### src/rtl/fifo_wr_arbiter.sv
// Round-robin arbiter sharing one FIFO write port among NREQ requesters, with bursts of up to BURST beats.
// Optional build macro ARB_PRIO0_EN: requester 0 wins every arbitration point where it is valid.
module fifo_wr_arbiter #(
  parameter int NREQ  = 4,
  parameter int DW    = 8,
  parameter int BURST = 4,
  parameter int IDW   = 2
) (
  input  logic               clk,
  input  logic               rst,
  input  logic [NREQ-1:0]    req_valid,
  input  logic [NREQ*DW-1:0] req_data,
  output logic [NREQ-1:0]    req_ready,
  input  logic               fifo_full,
  output logic               fifo_wr_en,
  output logic [DW-1:0]      fifo_data,
  output logic [IDW-1:0]     grant_id,
  output logic               busy
);

  localparam int             CW          = $clog2(BURST) + 1;
  localparam logic [CW-1:0]  LAST_BEAT   = CW'(BURST - 1);
  localparam logic [IDW-1:0] LAST_ID_RST = IDW'(NREQ - 1);

  typedef enum logic {
    IDLE  = 1'b0,
    GRANT = 1'b1
  } state_t;

  state_t         state_q, state_d;
  logic [IDW-1:0] grant_id_q, grant_id_d;
  logic [IDW-1:0] last_id_q, last_id_d;
  logic [CW-1:0]  beat_cnt_q, beat_cnt_d;

  logic           any_valid;
  logic [IDW-1:0] winner;
  logic           arb_found;
  logic [IDW-1:0] cand;
  logic           cur_valid;
  logic           beat;
  logic           release_grant;

  assign any_valid = |req_valid;

  // Scan from last_id+1, wrapping modulo NREQ; the first valid requester wins.
  always_comb begin
    winner    = '0;
    arb_found = 1'b0;
    cand      = '0;
`ifdef ARB_PRIO0_EN
    if (req_valid[0]) begin
      winner    = '0;
      arb_found = 1'b1;
    end
`endif
    for (int k = 1; k <= NREQ; k++) begin
      cand = IDW'((int'(last_id_q) + k) % NREQ);
      for (int i = 0; i < NREQ; i++) begin
`ifdef ARB_PRIO0_EN
        if (!arb_found && i != 0 && cand == IDW'(i) && req_valid[i]) begin
`else
        if (!arb_found && cand == IDW'(i) && req_valid[i]) begin
`endif
          winner    = IDW'(i);
          arb_found = 1'b1;
        end
      end
    end
  end

  always_comb begin
    cur_valid = 1'b0;
    fifo_data = '0;
    for (int i = 0; i < NREQ; i++) begin
      if (grant_id_q == IDW'(i)) begin
        cur_valid = req_valid[i];
        fifo_data = req_data[i*DW +: DW];
      end
    end
  end

  assign beat          = (state_q == GRANT) && cur_valid && !fifo_full;
  assign release_grant = (state_q == GRANT) &&
                         ((beat && (beat_cnt_q == LAST_BEAT)) || !cur_valid);
  assign fifo_wr_en    = beat;

  always_comb begin
    req_ready = '0;
    for (int i = 0; i < NREQ; i++) begin
      if (beat && grant_id_q == IDW'(i)) req_ready[i] = 1'b1;
    end
  end

  // A release re-arbitrates in the same cycle so back-to-back grants have no bubble.
  always_comb begin
    state_d    = state_q;
    grant_id_d = grant_id_q;
    last_id_d  = last_id_q;
    beat_cnt_d = beat_cnt_q;
    case (state_q)
      IDLE: begin
        if (any_valid) begin
          state_d    = GRANT;
          grant_id_d = winner;
          last_id_d  = winner;
          beat_cnt_d = '0;
        end
      end
      GRANT: begin
        if (release_grant) begin
          beat_cnt_d = '0;
          if (any_valid) begin
            grant_id_d = winner;
            last_id_d  = winner;
          end else begin
            state_d = IDLE;
          end
        end else if (beat) begin
          beat_cnt_d = beat_cnt_q + 1'b1;
        end
      end
      default: state_d = IDLE;
    endcase
  end

  always_ff @(posedge clk or posedge rst) begin
    if (rst) begin
      state_q    <= IDLE;
      grant_id_q <= '0;
      last_id_q  <= LAST_ID_RST;
      beat_cnt_q <= '0;
    end else begin
      state_q    <= state_d;
      grant_id_q <= grant_id_d;
      last_id_q  <= last_id_d;
      beat_cnt_q <= beat_cnt_d;
    end
  end

  assign grant_id = grant_id_q;
  assign busy     = (state_q == GRANT);

endmodule

### config.mk
export PLATFORM = sky130hd
export DESIGN_NAME = fifo_wr_arbiter
export DESIGN_NICKNAME = d
export VERILOG_FILES = /design/src/rtl/fifo_wr_arbiter.sv
export SDC_FILE = /design/constraint.sdc
export NUM_CORES = 1
export LEC_CHECK = 0
export CAP_MARGIN = 5
export CORE_MARGIN = 5
export CORE_UTILIZATION = 30
export DETAILED_ROUTE_END_ITERATION = 16
export PLACE_DENSITY_LB_ADDON = 0.3
export SYNTH_ARGS = -nofsm -noshare
export SYNTH_HDL_FRONTEND = slang
export SYNTH_SLANG_ARGS = --single-unit
export TNS_END_PERCENT = 1
### constraint.sdc
create_clock -name clk -period 2.1 [get_ports clk]
set_clock_uncertainty 0.2 [all_clocks]
set_input_delay 0.525 -clock clk [delete_from_list [all_inputs] [get_ports clk]]
set_output_delay 0.525 -clock clk [all_outputs]
set_load 0.05 [all_outputs]
==> summary.txt, run 1 <==
Final HPWL DP: 2.09 mm
critical path cell sequence: mux4_2 > nand2_1 > or2_4 > clkinvlp_4 > and3_4 > buf_12
fmax: 0.404 GHz
Worst setup SP type: flop
final wirelength: 2.48 mm
syn_nets: 106
RR Startpoint: grant_id[0]
cell-internal power: 0.987 mW
fin crit period: 2.47 ns
Cell variety after synth: 28
Core Region: 2280 um2
Layout area overhead: 104%
clock tree sinks: 8
row count: 17
Yosys warnings: 0
crit path DAT: 1.75 ns
Seq/Total Area, Yosys: 27.7%
Setup TNS Final: -3.97 ns
Post-Syn Area: 731 um2
Worst Tran Pin Value: 0.326 ns
slowest CP cell: mux4_2
post-synth top area cell: dfrtp_1
IO buf count: 54
RePlAce Congestion: 0.900
critical path depth: 6
Hold Crit Class: flop to flop
Sw Ratio: 49.5%
Num CTS Buffers: 3
Initial Util: 32.1%
r2r endpoint: last_id_q[1]
Avg WL per Cell: 15.6 um
crit path kind: flop to output pin
DIE AREA: 3520 um2
Via Count: 776
DR iter-0 viols: 11
Psw: 0.968 mW
Pre-antenna DRT Iters: 4
PD cells: 1310 nW/um2
Final Worst Setup Slack: -0.375 ns
vias in the first global route: 776
WP buf/inv: 2
CP Max Fanout: 3
CP peak stage delay: 0.51 ns
failing checks: negative setup slack
Synth area leaders: dfrtp_1, mux4_2, mux4_1, dfstp_2, a2111oi_4
initial antenna violation count: 0
status: complete, but fails checks
die width: 59.4 um
Yosys top cell area share: 20.5%
I/O pin cnt: 55
RSZ-0062 raised after global routing: true
FF-to-FF path depth: 5
CP startpoint: grant_id[0]
critical path's top delay family: multiplexers
crit end category: output pin
pin count of the biggest net entering global routing: 15
layout cells sized above 1: 40.5%
syn avg cell area: 11.2 um2
register-to-register setup slack: 0.18 ns
crit share post-route: 118%
relative slew slack: 78.0%
Antenna Cells: 0
Hold Vio Cnt, Final: 0
Vias/cell: 4.88
Clk Latency, worst-skew pair: 0.26 ns
critical path data required time: 1.37 ns
Flop pwr share: 14.8%
height of the die: 59.4 um
clk root buf: clkbuf_4
All-Layer GR Usage: 14.9%
layout net count: 173
logic gate share of total power: 78.7%
Final ANT Viol Nets: 0
Post-route DRC: 0
gr ovfl total: 0
max-slew violation count: 0
Max Cap Viol: 0
clock group share of total power: 6.5%
Max VDD drop: 757 uV
TritonCTS clock tree: yes
Hold Slack: 0.276 ns
Post-Syn Instances: 65
CTS Buffer Depth: 2
Leakage Power: 0.623 nW
global-route wire length before repair: 3.95 mm
total number of H-tree levels: 1
Setup crit end: req_ready[3]
Final Setup Violations: 13
Yosys reg bits: 8
Reg clk slew, reported paths: 0.06 ns
## per-stage QoR
step / worst slack, ns / utilization (%) / total power [mW] / instance area, um2 / std cells
2_1_floorplan: -0.688 / - / 1.29 / 771 / 65
6_report: -0.375 / 65.5 / 1.96 / 1490 / 159
5_1_grt: -0.444 / 65.5 / 2.07 / 1490 / 159
3_5_place_dp: -0.672 / 64.5 / 1.82 / 1470 / 155
3_3_place_gp: -0.651 / 64.5 / 1.80 / 1470 / 155
4_1_cts: -0.455 / 66.2 / 1.97 / 1510 / 159
## layer usage
metal,GRT usage [%],wire (um)
met5,0,0
met4,2.59,16
met2,26.7,1270
met3,5.23,273
met1,17.2,919
## power by group through the flow
stage	logic (mW)	clock network (mW)	registers, mW
floorplan	0.937	0	0.348
global placement	1.51	0	0.286
detailed placement	1.53	0	0.289
CTS	1.55	0.131	0.289
global route	1.62	0.148	0.298
finish	1.54	0.127	0.290
## flip-flops by register name, summed over array words and instances, names as in the netlist
name	flops
beat_cnt_q	3
last_id_q	2
busy	1
grant_id	2
## how the worst min path moves through the flow
stage / start / endpoint / slack (ns) / cells past startpoint
6_report: beat_cnt_q[2] / beat_cnt_q[2] / 0.28 / 2
5_1_grt: rst / beat_cnt_q[2] / 0.33 / 2
4_1_cts: beat_cnt_q[2] / beat_cnt_q[2] / 0.29 / 2
3_5_place_dp: beat_cnt_q[2] / beat_cnt_q[2] / 0.27 / 2
3_3_place_gp: beat_cnt_q[2] / beat_cnt_q[2] / 0.26 / 2
2_1_floorplan: rst / beat_cnt_q[0] / 0.14 / 1
## cells in the mapped netlist
master,number
a2111oi_4,1
buf_1,1
or4_1,1
o22a_1,1
buf_6,1
a21o_1,1
nor2_1,6
a21oi_1,1
and3_4,1
nand3_1,2
dfrtp_1,6
mux4_1,3
dfstp_2,2
o31ai_1,1
nand2b_1,4
or2_2,1
o21ai_0,4
mux4_2,6
and2_1,1
nand2_1,4
and3_1,2
o211ai_1,1
a32oi_2,1
buf_2,1
ha_1,2
nor3_1,3
o2bb2ai_2,1
inv_1,6
## kinds of logic (layout without fill, tap and decap cells)
family                   after synthesis  in the layout  share of synthesized area, %
buffers and inverters                  9             75                          5.82
adder cells (fa/ha/maj)                2              2                          3.42
AO/OA/AOI/OAI                         12             12                          15.8
flip-flops                             8              8                          27.7
multiplexers                           9              9                          29.3
AND/OR/NAND/NOR                       25             25                          18.0
## cell type report
type,count,area [um2]
tap,28,35.0
sequential,8,204
multi-input combinational,48,520
inverter,6,26.3
clock buffer,4,26.3
fill,183,786
timing repair buffer,65,678
## worst min-delay path, stage by stage, from the launching register on
cell	delay, ns
dfrtp_1	0.34
nand2_1	0.05
o31ai_1	0.05
## placed cells by master (no fill, tap or decap), types with 3 or more instances in the layout
cell type,n
clkdlybuf4s50_1,34
o21ai_0,4
nor2_1,6
clkbuf_4,3
mux4_2,6
nand2b_1,4
inv_1,5
mux4_1,3
nand2_1,4
and3_4,3
dfrtp_1,5
clkbuf_2,4
buf_4,16
buf_12,8
## timing repair
| action | in CTS | in global routing |
|---|---|---|
| pin swaps | 3 | 3 |
| setup endpoints to repair | 20 | 13 |
| gates cloned | 0 | 0 |
| buffers inserted | 0 | 0 |
| resized for setup | 11 | 5 |
| hold buffers | 0 | 0 |
Power figures use the tool's default switching activity.
==> inputs of run 2 (changes only) <==
- RECOVER_POWER: default -> 25
- SETUP_SLACK_MARGIN: default -> 0.4
==> run 2 against run 1 <==
The flow still finishes with violations (negative setup slack). Global-route usage up 0.27 points. Register-to-register slack better by 0.04 ns. Combinational power up 5%. First-iteration DRC count down 27%. Via count up 5.2%. Count of clock-buffer cells in the layout unchanged. Highest routed layer unchanged. Largest cell class unchanged. Core utilization up 3.2 points. Critical path type unchanged.
==> summary.txt, run 2 (synthesis results as in run 1) <==
Initial Util: 32.1%
clock tree sinks: 8
Vias/cell: 5.13
hold depth: 2
DR iter-0 viols: 8
clk root buf: clkbuf_4
r2r endpoint: grant_id[1]
final wirelength: 2.52 mm
crit path DAT: 1.75 ns
fin crit period: 2.47 ns
layout net count: 173
Antenna Cells: 0
register area: 204 um2
layout filler cell count: 165
Final Worst Setup Slack: -0.373 ns
PD cells: 1290 nW/um2
Worst Tran Pin Value: 0.385 ns
Clk Latency, worst-skew pair: 0.26 ns
Max Cap Viol: 0
crit end category: output pin
gr ovfl total: 0
height of the die: 59.4 um
Multi-input gate area: 574 um2
die width: 59.4 um
crit share post-route: 118%
relative slew slack: 74.2%
IO buf count: 54
DIE AREA: 3520 um2
status: complete, but fails checks
Largest register FFs: 3
Hold Crit Class: flop to flop
RSZ-0062 raised after global routing: true
Tot Pwr: 2.02 mW
Max VDD drop: 778 uV
slowest CP cell: mux4_2
placed cell areas: 1470 um2
max-slew violation count: 0
Hold EP: beat_cnt_q[2]
design area: 1560 um2
row count: 17
Core Region: 2280 um2
layout cells sized above 1: 45.0%
CP Max Fanout: 3
most frequent cells in the layout: clkdlybuf4s50_1, buf_4, buf_12
Final Setup Violations: 13
critical path cell sequence: mux4_2 > nand2_1 > or2_4 > clkinvlp_4 > and3_4 > buf_12
critical path's top delay family: multiplexers
pre-CTS setup slack: -0.672 ns
register-to-register setup slack: 0.22 ns
Final HPWL DP: 2.09 mm
total number of H-tree levels: 1
Hold Vio Cnt, Final: 0
CTS Hold Bufs: 0
Largest Register: beat_cnt_q
Post-route DRC: 0
Leakage Power: 0.645 nW
FF-to-FF path depth: 5
All-Layer GR Usage: 15.2%
Num CTS Buffers: 3
Worst setup SP type: flop
Final ANT Viol Nets: 0
pin count of the biggest net entering global routing: 15
Layout area overhead: 114%
Final Util: 68.7%
CTS Buffer Depth: 2
vias in the first global route: 782
Pre-antenna DRT Iters: 4
failing checks: negative setup slack
Reg clk slew, reported paths: 0.07 ns
WP buf/inv: 2
RePlAce Congestion: 0.900
RR Startpoint: grant_id[0]
fmax: 0.404 GHz
TritonCTS clock tree: yes
I/O pin cnt: 55
Min-Delay Startpoint: beat_cnt_q[2]
Avg WL per Cell: 15.8 um
critical path data required time: 1.37 ns
Via Count: 816
crit path kind: flop to output pin
initial antenna violation count: 0
global-route wire length before repair: 4.00 mm
CP peak stage delay: 0.51 ns
commonest non-fill, non-tap cell in the layout: clkdlybuf4s50_1
[run 2: layout make-up]
class,count,area share (%)
clock buffers,4,1.68
well taps,28,2.24
multi-input cells,48,36.7
inverters,6,1.68
flip-flops and latches,8,13.0
repair buffers,65,44.6
[run 2: worst reg2reg max path, cell delays in order, from the launching register on]
cell	delay (ns)
dfrtp_2	0.37
mux4_2	0.51
buf_4	0.18
a32oi_4	0.32
nand3_2	0.15
o21ai_1	0.10
[run 2: where the power goes]
part | total (mW) | internal, mW | switching (mW)
Combinational | 1.61 | 0.722 | 0.885
Sequential | 0.291 | 0.231 | 0.0593
Clock | 0.127 | 0.0727 | 0.0543
[run 2: timing repair]
item / CTS / global route
gates resized for setup: 18 / 14
buffers inserted: 0 / 0
pin swaps: 11 / 11
setup endpoints to repair: 23 / 23
[run 2: worst max path at each step]
stage / from / end / slack, ns / cells past startpoint
after floorplan: grant_id[0] / req_ready[3] / -0.69 / 6
final: grant_id[0] / req_ready[3] / -0.37 / 6
after detailed placement: req_valid[3] / req_ready[3] / -0.67 / 7
after CTS: grant_id[0] / req_ready[2] / -0.46 / 6
after global placement: req_valid[3] / req_ready[3] / -0.65 / 7
after global routing: grant_id[0] / req_ready[3] / -0.44 / 6
[run 2: through the flow]
step                      instances  hold WS [ns]  TNS, ns
after floorplan                  65         0.139    -4.53
final                           159         0.300    -3.93
after detailed placement        155         0.271    -7.54
after global placement          155         0.260    -7.16
after CTS                       159         0.286    -4.40
after global routing            159         0.347    -4.95
[run 2: layer usage]
layer  up-vias  track usage, %  share of wire, %
met5         -               0                 0
li1        385               -                 -
met3         4            5.23                12
met4         0            2.91               1.0
met2        49            27.1                52
met1       378            17.4                35
